**config.mk**
```make
export PLATFORM = sky130hd
export DESIGN_NAME = multi_tone_sound_generator_flat
export DESIGN_NICKNAME = d
export VERILOG_FILES = /design/src/rtl/multi_tone_sound_generator_if.sv /design/src/rtl/multi_tone_sound_generator.sv /design/src/flat_wrapper.sv
export SDC_FILE = /design/constraint.sdc
export NUM_CORES = 1
export LEC_CHECK = 0
export ABC_CLOCK_PERIOD_IN_PS = 3600
export BUFFER_PORTS_ARGS = -buffer_cell sky130_fd_sc_hd__buf_2
export CAP_MARGIN = 25
export CORE_UTILIZATION = 50
export CTS_CLUSTER_SIZE = 20
export DETAILED_ROUTE_END_ITERATION = 8
export GPL_ROUTABILITY_DRIVEN = 0
export PLACE_DENSITY = 0.67
export REMOVE_ABC_BUFFERS = 1
export SYNTH_ARGS = -nofsm -noshare
export SYNTH_HDL_FRONTEND = slang
export SYNTH_SLANG_ARGS = --single-unit
```
**constraint.sdc**
```tcl
create_clock -name clk -period 3.6 [get_ports clk]
set_clock_uncertainty 0.2 [all_clocks]
set_input_delay 0.18 -clock clk [delete_from_list [all_inputs] [get_ports clk]]
set_output_delay 0.18 -clock clk [all_outputs]
set_load 0.01 [all_outputs]
```
**src/rtl/multi_tone_sound_generator_if.sv**
```systemverilog
`default_nettype none
// ---------------------------------------------------------------------------
// Module  : multi_tone_sound_generator_if
// Brief   : Event inputs and audio outputs of the multi-tone sound generator.
// Revision: 1.0 - initial release
// ---------------------------------------------------------------------------
interface multi_tone_sound_generator_if #(
  parameter int N = 8
);
  logic         goodColl_i;
  logic         badColl_i;
  logic         button_i;
  logic [3:0]   direction_i;
  logic [N-1:0] soundOut;
  logic         playing_o;
  logic         mode_o;

  modport master (
    output goodColl_i, badColl_i, button_i, direction_i,
    input  soundOut, playing_o, mode_o
  );

  modport slave (
    input  goodColl_i, badColl_i, button_i, direction_i,
    output soundOut, playing_o, mode_o
  );
endinterface
`default_nettype wire

```
**src/rtl/multi_tone_sound_generator.sv**
```systemverilog
`default_nettype none
// ---------------------------------------------------------------------------
// Module  : multi_tone_sound_generator
// Brief   : Event-driven, priority-arbitrated sawtooth tone generator with a
//           button-toggled ON/OFF mode. Optional decay envelope: SOUND_ENVELOPE_EN.
// Revision: 1.0 - initial release
// ---------------------------------------------------------------------------
module multi_tone_sound_generator #(
  parameter int               N        = 8,
  parameter int               DIV_W    = 16,
  parameter logic [DIV_W-1:0] GOOD_DIV = 16'd1000,
  parameter logic [DIV_W-1:0] BAD_DIV  = 16'd2000,
  parameter logic [DIV_W-1:0] DIR_DIV  = 16'd500,
  parameter int               DUR_W    = 24,
  parameter logic [DUR_W-1:0] TONE_DUR = 24'd6000000
) (
  input  wire logic                   clk,
  input  wire logic                   rst,
  multi_tone_sound_generator_if.slave bus
);

  typedef enum logic [0:0] {
    IDLE = 1'b0,
    PLAY = 1'b1
  } state_t;

  localparam logic [1:0] PRI_DIR  = 2'd0;
  localparam logic [1:0] PRI_GOOD = 2'd1;
  localparam logic [1:0] PRI_BAD  = 2'd2;

  logic             good_cur, good_prev;
  logic             bad_cur, bad_prev;
  logic             btn_cur, btn_prev;
  logic [3:0]       dir_cur, dir_prev;

  state_t           state, state_n;
  logic             mode, mode_n;
  logic [DIV_W-1:0] cur_div, cur_div_n;
  logic [1:0]       cur_pri, cur_pri_n;
  logic [DUR_W-1:0] dur_cnt, dur_cnt_n;
  logic [DIV_W-1:0] div_cnt, div_cnt_n;
  logic [N-1:0]     saw, saw_n;
  logic [N-1:0]     sound, sound_n;

  logic             good_ev, bad_ev, btn_ev, dir_ev, any_ev;
  logic [1:0]       ev_pri;
  logic [DIV_W-1:0] ev_div;
  logic             load;

  // Inputs are registered once; prev holds the value from the cycle before.
  always_ff @(posedge clk or posedge rst) begin
    if (rst) begin
      good_cur  <= 1'b0;
      good_prev <= 1'b0;
      bad_cur   <= 1'b0;
      bad_prev  <= 1'b0;
      btn_cur   <= 1'b0;
      btn_prev  <= 1'b0;
      dir_cur   <= 4'd0;
      dir_prev  <= 4'd0;
    end else begin
      good_cur  <= bus.goodColl_i;
      good_prev <= good_cur;
      bad_cur   <= bus.badColl_i;
      bad_prev  <= bad_cur;
      btn_cur   <= bus.button_i;
      btn_prev  <= btn_cur;
      dir_cur   <= bus.direction_i;
      dir_prev  <= dir_cur;
    end
  end

  assign good_ev = good_cur & ~good_prev;
  assign bad_ev  = bad_cur & ~bad_prev;
  assign btn_ev  = btn_cur & ~btn_prev;
  assign dir_ev  = (dir_cur != dir_prev) && (dir_cur != 4'd0);
  assign any_ev  = good_ev | bad_ev | dir_ev;

  always_comb begin
    ev_pri = PRI_DIR;
    ev_div = DIR_DIV;
    if (bad_ev) begin
      ev_pri = PRI_BAD;
      ev_div = BAD_DIV;
    end else if (good_ev) begin
      ev_pri = PRI_GOOD;
      ev_div = GOOD_DIV;
    end
  end

  always_ff @(posedge clk or posedge rst) begin
    if (rst) state <= IDLE;
    else     state <= state_n;
  end

  always_comb begin
    state_n   = state;
    mode_n    = mode;
    cur_div_n = cur_div;
    cur_pri_n = cur_pri;
    dur_cnt_n = dur_cnt;
    div_cnt_n = div_cnt;
    saw_n     = saw;
    load      = 1'b0;

    if (btn_ev) mode_n = ~mode;

    // Turning OFF silences at once and swallows any event of the same cycle.
    if (mode && btn_ev) begin
      state_n = IDLE;
    end else if (mode) begin
      case (state)
        IDLE: begin
          if (any_ev) load = 1'b1;
        end
        PLAY: begin
          if (any_ev && (ev_pri >= cur_pri)) begin
            load = 1'b1;
          end else begin
            if (div_cnt == cur_div - DIV_W'(1)) begin
              div_cnt_n = '0;
              saw_n     = saw + N'(1);
            end else begin
              div_cnt_n = div_cnt + DIV_W'(1);
            end
            if (dur_cnt == DUR_W'(1)) state_n = IDLE;
            else                      dur_cnt_n = dur_cnt - DUR_W'(1);
          end
        end
        default: state_n = IDLE;
      endcase
    end

    if (load) begin
      state_n   = PLAY;
      cur_div_n = ev_div;
      cur_pri_n = ev_pri;
      dur_cnt_n = TONE_DUR;
      div_cnt_n = '0;
      saw_n     = '0;
    end
  end

`ifdef SOUND_ENVELOPE_EN
  logic [1:0] env_shift;
  // Quartile of the remaining duration sets the attenuation step.
  always_comb begin
    env_shift = 2'd3 - dur_cnt_n[DUR_W-1 -: 2];
    sound_n   = (state_n == PLAY) ? (saw_n >> env_shift) : '0;
  end
`else
  always_comb begin
    sound_n = (state_n == PLAY) ? saw_n : '0;
  end
`endif

  always_ff @(posedge clk or posedge rst) begin
    if (rst) begin
      mode    <= 1'b1;
      cur_div <= '0;
      cur_pri <= '0;
      dur_cnt <= '0;
      div_cnt <= '0;
      saw     <= '0;
      sound   <= '0;
    end else begin
      mode    <= mode_n;
      cur_div <= cur_div_n;
      cur_pri <= cur_pri_n;
      dur_cnt <= dur_cnt_n;
      div_cnt <= div_cnt_n;
      saw     <= saw_n;
      sound   <= sound_n;
    end
  end

  assign bus.soundOut  = sound;
  assign bus.playing_o = (state == PLAY);
  assign bus.mode_o    = mode;

endmodule
`default_nettype wire

```
**src/flat_wrapper.sv**
```systemverilog
// flat-port wrapper written by rule: the top's interface ports become plain ports
module multi_tone_sound_generator_flat 
#(
  parameter int               N        = 8,
  parameter int               DIV_W    = 16,
  parameter logic [DIV_W-1:0] GOOD_DIV = 16'd1000,
  parameter logic [DIV_W-1:0] BAD_DIV  = 16'd2000,
  parameter logic [DIV_W-1:0] DIR_DIV  = 16'd500,
  parameter int               DUR_W    = 24,
  parameter logic [DUR_W-1:0] TONE_DUR = 24'd6000000
)
  (clk, rst, bus_goodColl_i, bus_badColl_i, bus_button_i, bus_direction_i, bus_soundOut, bus_playing_o, bus_mode_o);
  multi_tone_sound_generator_if #(.N(N)) bus_i ();
  input  wire logic clk;
  input  wire logic rst;
  input wire logic [$bits(bus_i.goodColl_i)-1:0] bus_goodColl_i;
  input wire logic [$bits(bus_i.badColl_i)-1:0] bus_badColl_i;
  input wire logic [$bits(bus_i.button_i)-1:0] bus_button_i;
  input wire logic [$bits(bus_i.direction_i)-1:0] bus_direction_i;
  output wire logic [$bits(bus_i.soundOut)-1:0] bus_soundOut;
  output wire logic [$bits(bus_i.playing_o)-1:0] bus_playing_o;
  output wire logic [$bits(bus_i.mode_o)-1:0] bus_mode_o;
  assign bus_i.goodColl_i = bus_goodColl_i;
  assign bus_i.badColl_i = bus_badColl_i;
  assign bus_i.button_i = bus_button_i;
  assign bus_i.direction_i = bus_direction_i;
  assign bus_soundOut = bus_i.soundOut;
  assign bus_playing_o = bus_i.playing_o;
  assign bus_mode_o = bus_i.mode_o;
  multi_tone_sound_generator #(.N(N), .DIV_W(DIV_W), .GOOD_DIV(GOOD_DIV), .BAD_DIV(BAD_DIV), .DIR_DIV(DIR_DIV), .DUR_W(DUR_W), .TONE_DUR(TONE_DUR)) u_core (.clk(clk), .rst(rst), .bus(bus_i));
endmodule
```
==> results.json, run 1 <==
{
  "clkSlewWorstSetupHoldPaths_ns": 0.08,
  "cts_made_buffers": 9,
  "finalSetupTns_ns": 0,
  "ant_nets": 0,
  "pre_cts_ws_ns": 0.348,
  "fin_crit_sh_pct": 89.8,
  "layout.nets": 460,
  "critical_path.reg2reg.endpoint": "u_core.bus.soundOut[5]",
  "synthTopCellsByArea": "dfrtp_1 48%, a21oi_1 4.0%, o31ai_1 3.7%",
  "initial_core_util_pct": 52.3,
  "whs_ns": 0.173,
  "synthArstFlopShare_pct": 100,
  "relSlewSlack_pct": 44.5,
  "ir_drop_uv": 497,
  "reg2reg_from": "u_core.good_prev",
  "whs_endpoint": "u_core.good_prev",
  "crit_required_ns": 3.68,
  "wl_per_cell_um": 15.4,
  "synth-seq-cells": 79,
  "first_pass_iters": 4,
  "cts_setup_buffers": 0,
  "clockRootBuffer": "clkbuf_8",
  "cts_tree": "yes",
  "clkLatencyLatePin_ns": 0.36,
  "drv_slew": 0,
  "grt_first_pass_wirelength_um": 14500,
  "area_growth_syn_to_layout_pct": 11.6,
  "placed_cell_area_um2": 4300,
  "p_sw_share_pct": 39.9,
  "cts_max_level": 3,
  "die_x_um": 92.4,
  "hold_path_class": "reg -> reg",
  "yosysTopAreaCell": "dfrtp_1",
  "cts.sinks": 79,
  "hpwl_um": 5690,
  "p_int_mw": 1.54,
  "fmax_mhz": 309,
  "crit_slowest_cell": "or4_1",
  "r2r_cells": 9,
  "antenna_found_initial": 0,
  "reg2reg_slack_ns": 0.37,
  "power.density_nw_per_um2": 562,
  "yosysMostFrequentCell": "dfrtp_1",
  "hold_depth": 0,
  "syn_inst": 416,
  "setup_viol": 0,
  "p_switching_mw": 1.02,
  "cp_common_cell": "nand2_1",
  "fp.dieArea_um2": 8540,
  "final_cells": 551,
  "num_rows": 32,
  "drive_gt1_share_pct": 14.9,
  "crit_path_start_kind": "flip-flop",
  "path_buf_inv": 0,
  "status": "completed",
  "ioPinCount": 19,
  "viasPerCell": 5.95,
  "core_um2": 7810,
  "synth_edf_count": 0,
  "hp-start": "u_core.good_cur",
  "yosys_warnings": 0,
  "place_inst": 527,
  "crit_chain": "nor2b_1, nand2_1, ha_1, nand2b_1, a211oi_1, a211o_1, nand2_1, or4_1, a21oi_1",
  "synth_commonest_cells": "78 x dfrtp_1, 33 x a21oi_1, 32 x nor2_1",
  "pwr-share-comb_pct": 32.7,
  "grt_pass1_vias": 3141,
  "dr_total_vias": 3277,
  "synth_seq_area_share_pct": 48.4,
  "post_cts_resized": 0,
  "max_cap_violations": 0,
  "cp.arrival_ns": 3.31,
  "p_seq_share_pct": 43.8,
  "routed_wl_um": 8460,
  "die_height_um": 92.4,
  "overflow": 0,
  "yosysUniqueCellTypes": 59,
  "drc": 0,
  "clkPwrFrac_pct": 23.5,
  "path_max_fanout": 16,
  "worst-setup-path-type": "reg -> reg",
  "slowest_delay_ns": 0.59,
  "drtIter0Drc": 201,
  "critical_path.top_delay_family": "simple AND/OR/NAND/NOR gates",
  "avgSynthCellArea_um2": 9.82,
  "rsz0062_at_grt": "false",
  "hold_violations": 0,
  "port_buffers": 18,
  "clockBufferDepth": 2,
  "final_area_um2": 4560,
  "grt_max_degree": 42,
  "worst_setup_path_end_kind": "flip-flop",
  "track_usage_pct": 21.7,
  "min_period_ns": 3.23,
  "yosys.area.top_type_share_pct": 47.8,
  "num_antenna_cells": 0,
  "leakage_nw": 1.88,
  "synth_area_um2": 4090,
  "synth_ff_type": "dfrtp_1",
  "tightest_slew_ns": 0.832,
  "layout_setup_ws_ns": 0.369
}
flip-flops by register name, summed over array words and instances, names as in the netlist, 4 cells and up:
| signal | flops |
|---|---|
| u_core.dir_cur | 4 |
| u_core.saw | 8 |
| u_core.bus.soundOut | 8 |
| u_core.dir_prev | 4 |
| u_core.cur_div | 6 |
| u_core.div_cnt | 16 |
| u_core.dur_cnt | 24 |
power by group through the flow:
stage / combinational (mW) / clock, mW / sequential [mW]
finish: 0.838 / 0.604 / 1.12
global route: 0.934 / 0.659 / 1.14
CTS: 0.838 / 0.620 / 1.12
detailed placement: 0.829 / 0 / 1.14
global placement: 0.810 / 0 / 1.13
floorplan: 0.559 / 0 / 1.11
cells by family after synthesis:
| group | share of synthesized area, % |
|---|---|
| fa+ha+maj | 2.14 |
| compound gates | 16.9 |
| simple gates | 21.4 |
| mux | 0.245 |
| flops | 48.4 |
| buf+inv | 4.04 |
| xor+xnor | 6.86 |
what timing repair did:
action	in CTS	in global routing
endpoints found under the hold margin	47	0
setup endpoints to repair	0	0
hold buffers	8	0
worst max path at each step:
| stage | start | end | slack, ns | depth (start not counted) |
|---|---|---|---|---|
| 5_1_grt | u_core.good_cur | u_core.bus.soundOut[4] | 0.08 | 9 |
| 3_5_place_dp | u_core.good_prev | u_core.bus.soundOut[5] | 0.35 | 9 |
| 3_3_place_gp | u_core.good_prev | u_core.bus.soundOut[6] | 0.50 | 9 |
| 4_1_cts | u_core.good_prev | u_core.bus.soundOut[5] | 0.32 | 9 |
| 2_1_floorplan | u_core.good_prev | u_core.dur_cnt[12] | -0.86 | 9 |
| 6_report | u_core.good_prev | u_core.bus.soundOut[5] | 0.37 | 9 |
metrics by stage:
stage / util (%) / power, mW
after global routing: 58.4 / 2.73
after global placement: 55.1 / 1.94
after CTS: 58.4 / 2.58
final: 58.4 / 2.56
after floorplan: - / 1.67
after detailed placement: 55.1 / 1.97
cell usage in the layout, fill, tap and decap left out, drive strengths merged, types with 3 or more instances in the layout:
cell type,Yosys,routed
a2111oi,4,4
a211oi,5,5
a21oi,33,33
a22o,3,3
and3,9,9
buf,4,29
clkbuf,16,9
clkinv,0,4
dfrtp,78,78
dlygate4sd3,0,8
ha,7,7
inv,18,19
nand2,18,18
nand2b,6,6
nand3,20,20
nand4,4,4
nor2,33,33
nor3,16,16
nor4,8,8
o211ai,4,4
o21ai,16,16
o31ai,20,20
or2,4,4
or3,8,8
or4,20,20
xnor2,15,15
xor2,17,17
cell type report:
| cell class | count | area, um^2 |
|---|---|---|
| clock buffer | 9 | 124 |
| clock inverter | 7 | 55.1 |
| fill | 699 | 3250 |
| inverter | 18 | 68.8 |
| multi-input combinational | 299 | 1960 |
| sequential | 79 | 1980 |
| tap | 102 | 128 |
| timing repair buffer | 37 | 253 |
layer usage:
layer	track usage, %	vias up	part of all wire, %
met5	0	-	0
met2	36.3	71	48
met1	27.7	1610	47
li1	-	1585	-
met4	6.90	0	1.1
met3	5.34	11	4.3
Power figures use the tool's default switching activity.
==> inputs of run 2 (changes only) <==
REMOVE_ABC_BUFFERS = unset   (was 1)
==> run 2 against run 1 <==
Effect of this change: clock-buffer cell count is the same; register-to-register slack gained 0.06 ns; non-clock buffer count grew 4; sequential power is essentially flat; critical path depth shrank 1; worst hold slack lost 0.14 ns; setup slack gained 0.062 ns; via count shrank 0.82%; final cell count grew 0.73%; utilization grew 0.66 points; sequential share of layout area shrank 0.48 points; largest cell class unchanged.
==> results.json, run 2 (same netlist as run 1, synthesis figures left out) <==
{
  "max_cap_violations": 0,
  "crit_slowest_cell": "a21oi_1",
  "clockBufferDepth": 2,
  "final_cell_mix": "78 x dfrtp_1, 33 x a21oi_1, 32 x nor2_1, 20 x nand3_1, 20 x o31ai_1",
  "status": "completed",
  "drtIter0Drc": 171,
  "clkPwrFrac_pct": 23.4,
  "cts.sinks": 79,
  "hold_path_class": "in -> async",
  "clkLatencyLatePin_ns": 0.36,
  "pwr-share-comb_pct": 33.6,
  "drv_slew": 0,
  "largest_reg_flops": 24,
  "fin_crit_sh_pct": 88.0,
  "path_max_fanout": 11,
  "routed_wl_um": 8520,
  "cts_made_buffers": 9,
  "grt_pass1_vias": 3245,
  "track_usage_pct": 22.1,
  "worst_setup_path_end_kind": "flip-flop",
  "die_height_um": 92.4,
  "hpwl_um": 5770,
  "grt_max_degree": 57,
  "layout_commonest_cell": "dfrtp_1",
  "core_um2": 7810,
  "port_buffers": 18,
  "p_int_mw": 1.57,
  "cts_setup_buffers": 0,
  "layout_setup_ws_ns": 0.431,
  "synthesis.nets": 432,
  "ioPinCount": 19,
  "cts_tree": "yes",
  "ant_nets": 0,
  "hold_violations": 0,
  "final_cells": 555,
  "wl_per_cell_um": 15.3,
  "pre_cts_ws_ns": 0.475,
  "crit_required_ns": 3.61,
  "die_x_um": 92.4,
  "post-route-util_pct": 59.1,
  "relSlewSlack_pct": 37.1,
  "fp.dieArea_um2": 8540,
  "dr_total_vias": 3250,
  "finalSetupTns_ns": 0,
  "min_period_ns": 3.17,
  "cp.arrival_ns": 3.18,
  "leakage_nw": 1.91,
  "tightest_slew_ns": 0.943,
  "slowest_delay_ns": 0.79,
  "antenna_found_initial": 0,
  "power.density_nw_per_um2": 566,
  "clockRootBuffer": "clkbuf_8",
  "grt_first_pass_wirelength_um": 14800,
  "worst-setup-path-type": "reg -> reg",
  "crit_chain": "inv_1, ha_1, nor3b_1, nand3_1, a211oi_1, nand4_1, a21oi_1, nor2_1",
  "place_inst": 530,
  "crit_path_start_kind": "flip-flop",
  "initial_core_util_pct": 52.3,
  "cts_max_level": 3,
  "first_pass_iters": 4,
  "drc": 0,
  "viasPerCell": 5.86,
  "drive_gt1_share_pct": 15.7,
  "setup_viol": 0,
  "ir_drop_uv": 336,
  "n_fill_cell": 683,
  "num_rows": 32,
  "layout.nets": 464,
  "p_switching_mw": 1.04,
  "overflow": 0,
  "p_seq_share_pct": 43.0,
  "area_growth_syn_to_layout_pct": 12.9,
  "rsz0062_at_grt": "false",
  "num_antenna_cells": 0,
  "p_sw_share_pct": 39.9,
  "clkSlewWorstSetupHoldPaths_ns": 0.09,
  "fmax_mhz": 316,
  "largestRegisters": "u_core.dur_cnt (24), u_core.div_cnt (16)",
  "regMostFlops": "u_core.dur_cnt"
}
run 2: path summary, 6_finish.rpt:
kind | start | slack [ns] | to | cells after the start
min in group clk | u_core.good_cur | 0.18 | u_core.good_prev | 0
worst max register to register | u_core.cur_div[2] | 0.43 | u_core.div_cnt[13] | 8
worst max-delay path | u_core.cur_div[2] | 0.43 | u_core.div_cnt[13] | 8
worst min register to register | u_core.good_cur | 0.18 | u_core.good_prev | 0
max in group asynchronous | rst | 2.65 | u_core.bus.soundOut[3] | 4
worst min-delay path | rst | 0.03 | u_core.bad_cur | 3
run 2: what timing repair did:
action / in CTS / in global routing
hold buffers: 8 / 0
endpoints found under the hold margin: 61 / 0
gates resized for setup: 0 / 0
run 2: layer usage:
| metal | GRT usage (%) | routed length [um] |
|---|---|---|
| met1 | 29.8 | 4120 |
| met2 | 35.1 | 3920 |
| met3 | 2.79 | 241 |
| met4 | 11.7 | 241 |
| met5 | 0 | 0 |
run 2: layout make-up:
cell class	count	area [um^2]	share of cell area (%)
flip-flops and latches	79	1980	42.9
clock buffers	9	124	2.69
clock inverters	7	56.3	1.22
well taps	102	128	2.77
inverters	18	68.8	1.49
repair buffers	41	303	6.56
multi-input cells	299	1960	42.4
run 2: metrics by stage:
| stage | area [um^2] | hold WS, ns | total power, mW |
|---|---|---|---|
| after global placement | 4330 | 0.0875 | 1.97 |
| final | 4610 | 0.0319 | 2.61 |
| after detailed placement | 4330 | 0.0893 | 2.00 |
| after floorplan | 4090 | 0.0114 | 1.71 |
| after CTS | 4590 | 0.181 | 2.62 |
| after global routing | 4610 | 0.0510 | 2.77 |
run 2: critical path, delay by kind of cell, from the launching register on:
kind | cells | cell delay (ns)
simple gates | 4 | 1.00
compound gates | 2 | 1.10
fa+ha+maj | 1 | 0.18
buf+inv | 1 | 0.11
flops | 1 | 0.42
run 2: power by group through the flow:
stage	Clock (mW)	Sequential (mW)	Combinational [mW]
after floorplan	0	1.11	0.600
after global placement	0	1.13	0.843
after detailed placement	0	1.14	0.861
after CTS	0.631	1.12	0.872
after global routing	0.661	1.14	0.970
final	0.611	1.12	0.877
